===== src/rtl/fetch_unit.sv =====
// Instruction-fetch stage: owns the PC, runs a single-outstanding req/ack fetch
// to instruction memory, and feeds IF/ID with stall skid and redirect discard.
module fetch_unit #(
  parameter int                  ADDR_BIT = 10,
  parameter logic [ADDR_BIT-1:0] RESET_PC = '0
) (
  input  logic                clk,
  input  logic                rst,
  input  logic                stall,
  input  logic                redirect,
  input  logic [ADDR_BIT-1:0] redirect_pc,
  output logic                imem_req,
  output logic [ADDR_BIT-1:0] imem_addr,
  input  logic                imem_ack,
  input  logic [31:0]         imem_data,
  output logic                out_valid,
  output logic [31:0]         inst,
  output logic [ADDR_BIT-1:0] pc_4
);

  typedef enum logic [1:0] {ISSUE, HOLD, DROP} state_t;

  state_t              state_reg;
  logic [ADDR_BIT-1:0] pc_reg;
  logic [ADDR_BIT-1:0] drop_addr_reg;
  logic [ADDR_BIT-1:0] skid_pc4_reg;
  logic [31:0]         skid_inst_reg;
  logic                started_reg;
  logic [ADDR_BIT-1:0] pc_inc;

  // started_reg keeps the request low for the cycle right after reset.
  assign imem_req  = started_reg && (state_reg != HOLD);
  assign imem_addr = (state_reg == DROP) ? drop_addr_reg : pc_reg;
  assign pc_inc    = pc_reg + ADDR_BIT'(1);

  always_ff @(posedge clk) begin
    if (rst) begin
      state_reg     <= ISSUE;
      pc_reg        <= RESET_PC;
      drop_addr_reg <= '0;
      skid_pc4_reg  <= '0;
      skid_inst_reg <= '0;
      started_reg   <= 1'b0;
      out_valid     <= 1'b0;
      inst          <= '0;
      pc_4          <= '0;
    end else begin
      started_reg <= 1'b1;
      if (redirect) begin
        out_valid     <= 1'b0;
        inst          <= '0;
        pc_4          <= '0;
        skid_inst_reg <= '0;
        skid_pc4_reg  <= '0;
        pc_reg        <= redirect_pc;
        case (state_reg)
          ISSUE: begin
            // An unanswered request cannot be withdrawn; finish it in DROP.
            if (imem_req && !imem_ack) begin
              drop_addr_reg <= pc_reg;
              state_reg     <= DROP;
            end else begin
              state_reg <= ISSUE;
            end
          end
          HOLD:    state_reg <= ISSUE;
          DROP:    state_reg <= imem_ack ? ISSUE : DROP;
          default: state_reg <= ISSUE;
        endcase
      end else begin
        case (state_reg)
          ISSUE: begin
            if (imem_req && imem_ack) begin
              pc_reg <= pc_inc;
              if (stall) begin
                skid_inst_reg <= imem_data;
                skid_pc4_reg  <= pc_inc;
                state_reg     <= HOLD;
              end else begin
                inst      <= imem_data;
                pc_4      <= pc_inc;
                out_valid <= 1'b1;
              end
            end else if (!stall) begin
              out_valid <= 1'b0;
              inst      <= '0;
            end
          end
          HOLD: begin
            if (!stall) begin
              inst          <= skid_inst_reg;
              pc_4          <= skid_pc4_reg;
              out_valid     <= 1'b1;
              skid_inst_reg <= '0;
              skid_pc4_reg  <= '0;
              state_reg     <= ISSUE;
            end
          end
          DROP: begin
            out_valid <= 1'b0;
            inst      <= '0;
            if (imem_ack) state_reg <= ISSUE;
          end
          default: state_reg <= ISSUE;
        endcase
      end
    end
  end

endmodule


===== config.mk =====
export PLATFORM = sky130hd
export DESIGN_NAME = fetch_unit
export DESIGN_NICKNAME = d
export VERILOG_FILES = /design/src/rtl/fetch_unit.sv
export SDC_FILE = /design/constraint.sdc
export NUM_CORES = 1
export LEC_CHECK = 0
export ABC_AREA = 1
export BUFFER_PORTS_ARGS = -buffer_cell sky130_fd_sc_hd__clkbuf_2
export CAP_MARGIN = 20
export CORE_UTILIZATION = 40
export DETAILED_ROUTE_END_ITERATION = 16
export GPL_TIMING_DRIVEN = 0
export RECOVER_POWER = 100
export SYNTH_ARGS = -nofsm -noshare
export SYNTH_HDL_FRONTEND = slang
export SYNTH_SLANG_ARGS = --single-unit

===== constraint.sdc =====
create_clock -name clk -period 2.8 [get_ports clk]
set_clock_uncertainty 0.2 [all_clocks]
set_input_delay 0.56 -clock clk [delete_from_list [all_inputs] [get_ports clk]]
set_output_delay 0.56 -clock clk [all_outputs]
set_load 0.005 [all_outputs]

==> results_tabular.tex <==
\begin{tabular}{lr}
\hline
Metric & Value \\
\hline
\multicolumn{2}{l}{\textbf{Outcome}} \\
Result of the run & finished, final reports clean \\
\multicolumn{2}{l}{\textbf{Synthesis}} \\
Combined area of all synthesized cells & 4970 µm² \\
Syn\_area\_per\_cell & 6.64 µm² \\
Share of the yosys chip area belonging to registers & 43.5\% \\
Count of state elements after synthesis & 108 \\
Synthesis warning total & 0 \\
Gate count of the mapped netlist & 749 \\
Distinct cell type count after synthesis & 23 \\
Net count of the mapped netlist & 800 \\
\multicolumn{2}{l}{\textbf{Timing}} \\
Final total negative setup slack & 0 ps \\
Part of the cycle the worst path needs & 89.5\% \\
Endpoints failing hold & 0 \\
Worst hold margin & $\sim$250 ps \\
\# setup viols final & 0 \\
Worst-margin pin slew & 880 ps \\
Max-Slew Margin vs Limit & around 41\% \\
Unrepaired setup endpoints after global routing & false \\
Smallest setup slack after layout & approximately 300 ps \\
Final min period & 2500 ps \\
Max frequency & 399 MHz \\
Total count of max-transition violations in the final report & 0 \\
\multicolumn{2}{l}{\textbf{Placed design}} \\
DP Wirelength & 10.0 mm \\
Routability congestion estimate & slightly below 0.9 \\
Total instance count after detailed placement & 1,017 \\
Setup slack at placement & 320 ps \\
Port buffer count & 100 \\
Post-place instance area & between 5000 and 6000 µm² \\
\multicolumn{2}{l}{\textbf{Pwr}} \\
P\_sw & 0.885 mW \\
Total power after layout & about 3.3 mW \\
Power density normalized to cell area & roughly 550 nW/µm² \\
Switching part of the total power & 27.2\% \\
Peak supply drop & 334 µV \\
Part of the total power dissipated in the clock network & 36.5\% \\
Reg power frac & 50.1\% \\
Internal & 2.37 mW \\
P\_leak & 2.60 nW \\
Combinational fraction of design power & a little over an eighth \\
\multicolumn{2}{l}{\textbf{CTS}} \\
Clock slew at the register clock pins of the worst setup and hold paths & around 70 ps \\
Cts hold-fix bufs & 0 \\
Clock latency on the worst-skew pair & 350 ps \\
PostCTS Resize Cnt & 0 \\
Number of buffers inserted during clock tree synthesis & 9 \\
CTS tree & yes \\
H-Tree Depth & 3 \\
Number of buffers on the longest clock path & 2 \\
Clk sinks & roughly 110 \\
Cell chosen for the clock root & clkbuf\_16 \\
Setup Fix Bufs, Post-CTS & 0 \\
\multicolumn{2}{l}{\textbf{Worst setup path}} \\
Required time worst endpoint & about 2000 ps \\
Signal arrival time at the worst endpoint & 1740 ps \\
Reg-to-reg slack, setup & 320 ps \\
CP Class & reg2out \\
Number of cells on the worst reg-to-reg path & 8 \\
Kind of start point of the critical path & flip-flop \\
Critical Path End Type & primary output \\
Largest fanout on the critical path & 10 \\
End of the worst register-to-register path & inst[1] \\
Launch instance of the worst register-to-register path & state\_reg[1] \\
\multicolumn{2}{l}{\textbf{Routing}} \\
Detailed route wirelength on metal3 & 784 µm \\
Vias/cell & 4.85 \\
Detailed-router iteration count before antenna repair & 4 \\
Count of routing violations after the opening detailed-route iteration & 269 \\
WL per Instance & approximately 13 µm \\
Detailed-routed wire length on met2 & 6.44 mm \\
Highest routed layer & met4 \\
Vias & 5,006 \\
Final WL & 13.6 mm \\
Number of nets with antenna violations after detailed routing & 0 \\
Met1 wire length & 6.15 mm \\
Residual DRC count & 0 \\
\multicolumn{2}{l}{\textbf{Floorplan}} \\
Row count & 40 \\
Vert. Die Dim & $\sim$110 µm \\
Starting density of the core & 41.2\% \\
Die outline width & 113 µm \\
Placeable core area & 12,100 µm² \\
Floorplan die area & 12,900 µm² \\
Boundary pin count & slightly above 100 \\
\multicolumn{2}{l}{\textbf{Hold path}} \\
Worst Hold Launch & imem\_data[9] \\
Worst min-delay path category & in2reg \\
Worst Hold Path Cells & 3 \\
Worst Hold Endpoint & inst[9] \\
\multicolumn{2}{l}{\textbf{Final layout}} \\
Post-layout net count & around 910 \\
Highest-count cells in the layout ignoring fill and taps & 235 x nand2\_1, 108 x dfxtp\_1, 89 x inv\_1 \\
Final Util & 49.1\% \\
Post-route non-filler standard cell count & 1,032 \\
Area growth, synth to finish & 19.1\% \\
Leading cell type in the layout, fill and taps excluded & nand2\_1 \\
Layout cell share with drive strength beyond 1 & 13.5\% \\
Ant. Diodes & 0 \\
Cell area after layout & 5920 µm² \\
\multicolumn{2}{l}{\textbf{GRT}} \\
Number of antenna violations at the first check in global routing & 0 \\
Number of global-route vias before repair & $\sim$4,800 \\
Maximum number of pins on one net before global-route repair & 17 \\
GRT Util Overall & 22.4\% \\
Global route overflow & 0 \\
Global-route wire length before repair & 22.8 mm \\
\multicolumn{2}{l}{\textbf{Job}} \\
Number of max-cap violations & 0 \\
\hline
\end{tabular}
## worst max-delay path: stages, from the launching register on
cell,delay (ps)
dfxtp_1,330
inv_1,100
ha_1,200
clkbuf_1,390
nand2_1,110
o21ai_0,110
clkbuf_2,150
## logic make-up after synthesis
family	synth area share, %
AND/OR/NAND/NOR	26.8
adder cells (fa/ha/maj)	1.01
buffers and inverters	10.7
AO/OA/AOI/OAI	18.0
flip-flops	43.5
## power groups by stage
| stage | Clock, mW | Combinational [mW] | Sequential, mW |
|---|---|---|---|
| 5_1_grt | 1.28 | 0.498 | 1.64 |
| 3_3_place_gp | 0 | 0.430 | 1.66 |
| 3_5_place_dp | 0 | 0.440 | 1.67 |
| 4_1_cts | 1.22 | 0.442 | 1.63 |
| 2_1_floorplan | 0 | 0.268 | 1.66 |
| 6_report | 1.19 | 0.434 | 1.63 |
## area by class of cell
class	count	area, µm²
plain buffers	43	191
clock buffers	12	246
clock inverters	3	23.8
fillers	1260	6140
inverters	90	338
multi-input cells	508	2270
flip-flops and latches	108	2160
well taps	168	210
repair buffers	100	477
## worst max-delay path by stage
| stage | startpoint | endpoint | slack (ps) |
|---|---|---|---|
| finish | state_reg[0] | imem_addr[6] | 300 |
| global route | state_reg[1] | skid_inst_reg[18] | 90 |
| CTS | state_reg[0] | imem_addr[6] | 290 |
| detailed placement | stall | inst[0] | 320 |
| global placement | stall | inst[26] | 390 |
| floorplan | state_reg[1] | pc_4[0] | 1010 |
## cells in the mapped netlist
cell	count	area, µm²
o22ai_1	1	6.26
dfxtp_1	108	2160
nand4_2	1	12.5
a21oi_1	68	340
nand2_2	1	6.26
inv_1	88	330
nor2_2	2	12.5
nand3_1	23	115
clkbuf_1	21	78.8
a31oi_1	33	206
nand3_2	3	30.0
o21ai_1	2	10.0
or2_2	1	6.26
nand2_1	234	878
buf_4	5	37.5
buf_2	12	60.1
inv_2	2	7.51
ha_1	4	50.1
buf_1	5	18.8
nand4_1	3	18.8
nor2_1	67	251
a21boi_0	3	22.5
o21ai_0	62	310
## metal layers
layer  up-vias  track usage [%]
met3        13             6.80
met1      2286             27.7
li1       2597                -
met4         0             6.14
met5         -                0
met2       110             37.8
Note: power is estimated with default switching activity, not from simulation.
